===== config.mk =====
export PLATFORM = sky130hd
export DESIGN_NAME = hue_sweep_flat
export DESIGN_NICKNAME = d
export VERILOG_FILES = /design/src/rtl/hue_pkg.sv /design/src/rtl/hue_sweep_if.sv /design/src/rtl/hue_gamma_lut.sv /design/src/rtl/hue_sweep.sv /design/src/flat_wrapper.sv
export SDC_FILE = /design/constraint.sdc
export NUM_CORES = 1
export LEC_CHECK = 0
export ABC_AREA = 0
export BUFFER_PORTS_ARGS = -buffer_cell sky130_fd_sc_hd__buf_2
export CAP_MARGIN = 5
export CORE_UTILIZATION = 59
export DETAILED_ROUTE_END_ITERATION = 8
export MAX_ROUTING_LAYER = met4
export PLACE_DENSITY_LB_ADDON = 0.08
export SYNTH_ARGS = -nofsm -noshare
export SYNTH_HDL_FRONTEND = slang
export SYNTH_HIERARCHICAL = 1
export SYNTH_SLANG_ARGS = --single-unit

===== constraint.sdc =====
create_clock -name clk -period 5.3 [get_ports clk]
set_input_delay 0.53 -clock clk [delete_from_list [all_inputs] [get_ports clk]]
set_output_delay 0.53 -clock clk [all_outputs]
set_load 0.01 [all_outputs]

===== src/rtl/hue_pkg.sv =====
// Shared types and helpers for the hue_sweep colour-wheel sequencer.
// The hue sector is the sequencer's FSM state and is exported on the sector output.
package hue_pkg;

  typedef enum logic [2:0] {
    SEC_RG = 3'd0,
    SEC_GR = 3'd1,
    SEC_GB = 3'd2,
    SEC_BG = 3'd3,
    SEC_BR = 3'd4,
    SEC_RB = 3'd5
  } sector_t;

  // Duty units per ramp level.
  function automatic int hue_step(input int pwm_interval, input int inc_dec_max);
    return pwm_interval / inc_dec_max;
  endfunction

  function automatic int level_to_duty(input int level, input int step);
    return level * step;
  endfunction

  // Floor-rounded square-law duty, evaluated only at elaboration time.
  function automatic int gamma_duty(input int level, input int pwm_interval, input int inc_dec_max);
    return (level * level * pwm_interval) / (inc_dec_max * inc_dec_max);
  endfunction

endpackage


===== src/rtl/hue_sweep_if.sv =====
// Control and duty-output bundle between the hue sequencer and its controller / PWM stages.
interface hue_sweep_if #(
  parameter int W = 11
);
  // No valid/ready handshake: enable and restart are level controls sampled every clock,
  // and the duty/sector/wrap outputs are registered and valid every cycle after reset.
  logic         enable;
  logic         restart;
  logic [W-1:0] pwm_valueR;
  logic [W-1:0] pwm_valueG;
  logic [W-1:0] pwm_valueB;
  logic [2:0]   sector;
  logic         wrap;

  modport master (
    output enable, restart,
    input  pwm_valueR, pwm_valueG, pwm_valueB, sector, wrap
  );

  modport slave (
    input  enable, restart,
    output pwm_valueR, pwm_valueG, pwm_valueB, sector, wrap
  );
endinterface


===== src/rtl/hue_gamma_lut.sv =====
// Gamma table of INC_DEC_MAX+1 floor-rounded entries with one registered read port.
// Used by hue_sweep only when HUE_SWEEP_GAMMA_EN is defined.
module hue_gamma_lut
  import hue_pkg::*;
#(
  parameter int PWM_INTERVAL = 1200,
  parameter int INC_DEC_MAX  = 200,
  parameter int RST_LEVEL    = 0,
  parameter int W            = 11,
  parameter int LW           = 8
) (
  input  logic          clk,
  input  logic          rst,
  input  logic [LW-1:0] level_i,
  output logic [W-1:0]  duty_o
);

  logic [W-1:0] rom [INC_DEC_MAX+1];
  logic [W-1:0] duty_q;

  for (genvar i = 0; i <= INC_DEC_MAX; i++) begin : g_rom
    assign rom[i] = W'(gamma_duty(i, PWM_INTERVAL, INC_DEC_MAX));
  end

  always_ff @(posedge clk or posedge rst) begin
    if (rst) begin
      duty_q <= W'(gamma_duty(RST_LEVEL, PWM_INTERVAL, INC_DEC_MAX));
    end else if (int'(level_i) > INC_DEC_MAX) begin
      duty_q <= '0;
    end else begin
      duty_q <= rom[level_i];
    end
  end

  assign duty_o = duty_q;

endmodule


===== src/rtl/hue_sweep.sv =====
// Six-sector RGB colour-wheel sequencer feeding three PWM stages with coherent duty values.
// Optional feature macro: HUE_SWEEP_GAMMA_EN (square-law duty via table, one extra cycle latency).
module hue_sweep
  import hue_pkg::*;
#(
  parameter int PWM_INTERVAL     = 1200,
  parameter int INC_DEC_INTERVAL = 12000,
  parameter int INC_DEC_MAX      = 200
) (
  input  logic       clk,
  input  logic       rst,
  hue_sweep_if.slave bus
);

  localparam int W  = $clog2(PWM_INTERVAL);
  localparam int TW = (INC_DEC_INTERVAL > 1) ? $clog2(INC_DEC_INTERVAL) : 1;
  localparam int SW = (INC_DEC_MAX > 1) ? $clog2(INC_DEC_MAX) : 1;
  localparam int LW = $clog2(INC_DEC_MAX + 1);
  localparam logic [LW-1:0] FULL = LW'(INC_DEC_MAX);

  logic [TW-1:0] timer_q, timer_d;
  logic [SW-1:0] step_q, step_d;
  sector_t       sector_q, sector_d;
  logic          tick;
  logic          wrap_d;
  logic [LW-1:0] ramp;
  logic [LW-1:0] lvl_r_d, lvl_g_d, lvl_b_d;

  assign tick = bus.enable && (timer_q == TW'(INC_DEC_INTERVAL - 1));

  always_ff @(posedge clk or posedge rst) begin
    if (rst) begin
      timer_q  <= '0;
      step_q   <= '0;
      sector_q <= SEC_RG;
    end else begin
      timer_q  <= timer_d;
      step_q   <= step_d;
      sector_q <= sector_d;
    end
  end

  always_comb begin : next_state
    timer_d  = timer_q;
    step_d   = step_q;
    sector_d = sector_q;
    wrap_d   = 1'b0;
    if (bus.restart) begin
      timer_d  = '0;
      step_d   = '0;
      sector_d = SEC_RG;
    end else begin
      if (bus.enable) begin
        timer_d = tick ? '0 : timer_q + TW'(1);
      end
      if (tick) begin
        if (step_q == SW'(INC_DEC_MAX - 1)) begin
          step_d = '0;
          case (sector_q)
            SEC_RG:  sector_d = SEC_GR;
            SEC_GR:  sector_d = SEC_GB;
            SEC_GB:  sector_d = SEC_BG;
            SEC_BG:  sector_d = SEC_BR;
            SEC_BR:  sector_d = SEC_RB;
            SEC_RB: begin
              sector_d = SEC_RG;
              wrap_d   = 1'b1;
            end
            default: sector_d = SEC_RG;
          endcase
        end else begin
          step_d = step_q + SW'(1);
        end
      end
      // Encodings 6 and 7 are never produced; recover on the next edge regardless of enable.
      if (sector_q > SEC_RB) begin
        sector_d = SEC_RG;
        wrap_d   = 1'b0;
      end
    end
  end

  // Levels are derived from next-state step/sector so the registered outputs move on the same edge.
  always_comb begin : levels
    ramp    = LW'(step_d);
    lvl_r_d = FULL;
    lvl_g_d = '0;
    lvl_b_d = '0;
    case (sector_d)
      SEC_RG: begin lvl_r_d = FULL;        lvl_g_d = ramp;        lvl_b_d = '0;          end
      SEC_GR: begin lvl_r_d = FULL - ramp; lvl_g_d = FULL;        lvl_b_d = '0;          end
      SEC_GB: begin lvl_r_d = '0;          lvl_g_d = FULL;        lvl_b_d = ramp;        end
      SEC_BG: begin lvl_r_d = '0;          lvl_g_d = FULL - ramp; lvl_b_d = FULL;        end
      SEC_BR: begin lvl_r_d = ramp;        lvl_g_d = '0;          lvl_b_d = FULL;        end
      SEC_RB: begin lvl_r_d = FULL;        lvl_g_d = '0;          lvl_b_d = FULL - ramp; end
      default: ;
    endcase
  end

  assign bus.sector = sector_q;

`ifdef HUE_SWEEP_GAMMA_EN
  logic [LW-1:0] lvl_r_q, lvl_g_q, lvl_b_q;
  logic          wrap_q, wrap_qq;

  always_ff @(posedge clk or posedge rst) begin
    if (rst) begin
      lvl_r_q <= FULL;
      lvl_g_q <= '0;
      lvl_b_q <= '0;
      wrap_q  <= 1'b0;
      wrap_qq <= 1'b0;
    end else begin
      lvl_r_q <= lvl_r_d;
      lvl_g_q <= lvl_g_d;
      lvl_b_q <= lvl_b_d;
      wrap_q  <= wrap_d;
      wrap_qq <= wrap_q;
    end
  end

  hue_gamma_lut #(.PWM_INTERVAL(PWM_INTERVAL), .INC_DEC_MAX(INC_DEC_MAX),
                  .RST_LEVEL(INC_DEC_MAX), .W(W), .LW(LW))
    u_lut_r (.clk(clk), .rst(rst), .level_i(lvl_r_q), .duty_o(bus.pwm_valueR));
  hue_gamma_lut #(.PWM_INTERVAL(PWM_INTERVAL), .INC_DEC_MAX(INC_DEC_MAX),
                  .RST_LEVEL(0), .W(W), .LW(LW))
    u_lut_g (.clk(clk), .rst(rst), .level_i(lvl_g_q), .duty_o(bus.pwm_valueG));
  hue_gamma_lut #(.PWM_INTERVAL(PWM_INTERVAL), .INC_DEC_MAX(INC_DEC_MAX),
                  .RST_LEVEL(0), .W(W), .LW(LW))
    u_lut_b (.clk(clk), .rst(rst), .level_i(lvl_b_q), .duty_o(bus.pwm_valueB));

  assign bus.wrap = wrap_qq;
`else
  localparam int STEP = hue_step(PWM_INTERVAL, INC_DEC_MAX);

  logic [W-1:0] duty_r_q, duty_g_q, duty_b_q;
  logic         wrap_q;

  always_ff @(posedge clk or posedge rst) begin
    if (rst) begin
      duty_r_q <= W'(PWM_INTERVAL);
      duty_g_q <= '0;
      duty_b_q <= '0;
      wrap_q   <= 1'b0;
    end else begin
      duty_r_q <= W'(level_to_duty(int'(lvl_r_d), STEP));
      duty_g_q <= W'(level_to_duty(int'(lvl_g_d), STEP));
      duty_b_q <= W'(level_to_duty(int'(lvl_b_d), STEP));
      wrap_q   <= wrap_d;
    end
  end

  assign bus.pwm_valueR = duty_r_q;
  assign bus.pwm_valueG = duty_g_q;
  assign bus.pwm_valueB = duty_b_q;
  assign bus.wrap       = wrap_q;
`endif

endmodule

===== src/flat_wrapper.sv =====
// flat-port wrapper written by rule: the top's interface ports become plain ports
module hue_sweep_flat import hue_pkg::*;
#(
  parameter int PWM_INTERVAL     = 1200,
  parameter int INC_DEC_INTERVAL = 12000,
  parameter int INC_DEC_MAX      = 200
)
  (clk, rst, bus_enable, bus_restart, bus_pwm_valueR, bus_pwm_valueG, bus_pwm_valueB, bus_sector, bus_wrap);
  hue_sweep_if bus_i ();
  input  logic clk;
  input  logic rst;
  input wire logic [$bits(bus_i.enable)-1:0] bus_enable;
  input wire logic [$bits(bus_i.restart)-1:0] bus_restart;
  output wire logic [$bits(bus_i.pwm_valueR)-1:0] bus_pwm_valueR;
  output wire logic [$bits(bus_i.pwm_valueG)-1:0] bus_pwm_valueG;
  output wire logic [$bits(bus_i.pwm_valueB)-1:0] bus_pwm_valueB;
  output wire logic [$bits(bus_i.sector)-1:0] bus_sector;
  output wire logic [$bits(bus_i.wrap)-1:0] bus_wrap;
  assign bus_i.enable = bus_enable;
  assign bus_i.restart = bus_restart;
  assign bus_pwm_valueR = bus_i.pwm_valueR;
  assign bus_pwm_valueG = bus_i.pwm_valueG;
  assign bus_pwm_valueB = bus_i.pwm_valueB;
  assign bus_sector = bus_i.sector;
  assign bus_wrap = bus_i.wrap;
  hue_sweep #(.PWM_INTERVAL(PWM_INTERVAL), .INC_DEC_INTERVAL(INC_DEC_INTERVAL), .INC_DEC_MAX(INC_DEC_MAX)) u_core (.clk(clk), .rst(rst), .bus(bus_i));
endmodule

==> out/metrics.cfg <==
[route]
ant_nets=0
drcViolationCount=0
via_per_inst=6.054
routed_wl_mm=8.381
vias=3251
wl_per_cell_um=15.61
dr.pass1.iters=5
initialDrtViolationCount=217

[cts]
htree_levels=2
post_cts.repair.setup_buffers=0
clock-sinks=56
clockRootBuffer=clkbuf_8
clk_latency_ps=310
cts.path.max_buffers=2
ctsHoldBuffers=0
cts_buffers=5
cts_tree=yes
clk_pin_slew_ps=100
ctsResizeCount=0

[power]
power.share.clock=0.350
power.switching_uw=154.2
p_int_uw=539.9
total_leakage_power_nw=2.119
finalPower_uw=694.1
pwr-share-comb=0.031
p_per_area_nw_per_um2=166.3
peakVddDrop_mv=0.1340
power_frac_seq=0.619
p_sw_frac=0.2221

[logic_synthesis]
synth-adder-area-share=0.1057
synth_compound_area_frac=0.1883
ys_seq_area_frac=0.3668
synth_ff_type=dfrtp_1
syn_area_um2=3834
synth_cells=422
ys_top_cells_by_area=dfrtp_1, ha_1, xnor2_1
synth_top_family_by_area=simple AND/OR/NAND/NOR gates
synth_xor_area_frac=0.08159
synth_most_common_cell=dfrtp_1
synthDistinctLibCells=68
synth-seq-cells=56
muxShareOfSynthArea=0.002611
synth_top_area_frac=0.3394
synth-async-reset-ratio=1.000
synth_top_cell_by_area=dfrtp_1
syn_avg_cell_area_um2=9.085
yosys_warnings=6
ys_top_cells_by_count=dfrtp_1, nand2_1, nor2_1
synth_edf_count=0
synth-simple-area-share=0.2037

[sta]
grt_setup_unrepaired=false
fin_skew_ps=5.700
relSlewSlack=0.4947
fin_crit_ps=4811
finalSetupTns_ps=0
hold_violations=0
fin_crit_sh=0.9078
worst_pin_slew_ps=756.7
setup_viol=0
timing.fmax_mhz=207.8
drv_slew=0

[floorplanning]
num_rows=29
die_width_um=82.61
num_io_pins=41
start_util=0.6072
die_area_um2=6824
core_area_um2=6314
dieHeight_um=82.61

[layout]
seq_area_um2=1406
drive_gt1_frac=0.1609
multi_input_area_um2=2242
area_delta_synth_final_pct=8.877
fillCellCount=566
antenna-diode-count=0
final_core_util=0.6611
fin_nets=492

[setup_path]
required_ps=5540
crit_type=flop to flop
startpoint=u_core/timer_q[0]
max_stage_delay_ps=630
crit_fanout=14
end_kind=flop
crit_chain=ha_1, nand3_2, or4_4, and2_0, o21ai_1, ha_1, a21oi_1, xor2_1, a22o_1, and2_1, ha_1, o21ai_0, nand2b_1, maj3_1, a31oi_1, xor2_1
cp-start-kind=flop
r2r_cells=16
r2r_end=u_core/bus.pwm_valueG[8]
endpoint=u_core/bus.pwm_valueG[8]
timing.rr.start=u_core/timer_q[0]
critPathMostFrequentCell=ha_1
worstPathArrival_ps=5060
reg2reg_slack_ps=490
cpMaxStageDelayCell=or4_4

[global_routing]
grt_max_degree=57
gr-total-overflow=0
antenna_found_initial=0
grt_use_total=0.2784
grt_pass1_wl_mm=14.12
grt_pass1_vias=3048

[min_path]
min_path_type=input pin to async pin

[status]
status=complete, no violations

[placement]
place_hpwl_mm=6.219
gp_congestion=0.9950
port_buffers=37

[flow_run]
maxCapViolations=0

## power groups by stage
stage	logic, mW	registers (mW)	clock network [mW]
after global placement	0.0218	0.438	0
final	0.0214	0.430	0.243
after detailed placement	0.0225	0.438	0
after floorplan	0.0173	0.438	0
after CTS	0.0226	0.430	0.250
after global routing	0.0254	0.430	0.266
## cell families after synthesis
group,count (synthesis)
AOI/OAI and AO/OA,102
xor gates and xnor gates,34
adders and majority gates,31
buffers and inverters,47
DFF,56
muxes,1
other,1
and+or+nand+nor,150
## sequential cells by signal (all words and copies together), names as in the netlist
register,flops
u_core/bus.pwm_valueB,10
u_core/bus.pwm_valueG,10
u_core/bus.pwm_valueR,10
u_core/bus.sector,3
u_core/bus.wrap,1
u_core/step_q,8
u_core/timer_q,14
## routing by layer
metal	part of all wire	GRT usage
met1	0.44	0.3599
met2	0.47	0.4430
met3	0.066	0.04615
met4	0.024	0.09483
met5	0	-
## critical path, delay by kind of cell (launching register included)
kind / cells / cell delay, ps
XOR/XNOR: 2 / 370
AO/OA/AOI/OAI: 5 / 1360
flip-flops: 1 / 400
adder cells (fa/ha/maj): 4 / 1330
AND/OR/NAND/NOR: 5 / 1280
## final cells by class
class | count | share of cell area
Inverter | 35 | 0.03147
Clock buffer | 8 | 0.02158
Timing Repair Buffer | 40 | 0.04976
Multi-Input combinational cell | 321 | 0.5372
Tap cell | 77 | 0.02308
Sequential cell | 56 | 0.3369
## stage by stage
| stage | setup slack (ps) | area [um^2] | instances | hold WS [ps] |
|---|---|---|---|---|
| 2_1_floorplan | 1207 | 3841 | 424 | 517.3 |
| 3_3_place_gp | 476.9 | 4084 | 529 | 547.0 |
| 3_5_place_dp | 469.3 | 4084 | 529 | 551.1 |
| 4_1_cts | 574.9 | 4174 | 537 | 431.2 |
| 5_1_grt | 170.5 | 4174 | 537 | 485.0 |
| 6_report | 488.7 | 4174 | 537 | 396.1 |
## cell usage in the layout, fill, tap and decap left out, types with 6 or more instances in the layout
cell type	netlist	final
inv_1	34	33
nand2_1	37	37
clkbuf_8	0	6
xnor2_1	20	20
a22oi_1	7	7
o21ai_0	17	17
buf_2	1	37
nand3_1	15	15
dfrtp_1	52	52
ha_1	26	26
nand4_1	9	9
a21oi_1	28	28
nor2_1	37	37
o21bai_1	8	8
nor3_1	10	10
xor2_1	12	12
a21o_1	10	10
## how the worst min path moves through the flow
| stage | from | end | slack (ps) | cells past startpoint |
|---|---|---|---|---|
| after global routing | rst | u_core/bus.pwm_valueG[8] | 490 | 3 |
| final | rst | u_core/bus.pwm_valueG[10] | 400 | 3 |
| after detailed placement | u_core/timer_q[0] | u_core/timer_q[0] | 550 | 2 |
| after CTS | rst | u_core/bus.pwm_valueG[10] | 430 | 3 |
| after floorplan | u_core/timer_q[13] | u_core/timer_q[13] | 520 | 2 |
| after global placement | u_core/timer_q[13] | u_core/timer_q[13] | 550 | 2 |
(Power assumes the default switching activity.)
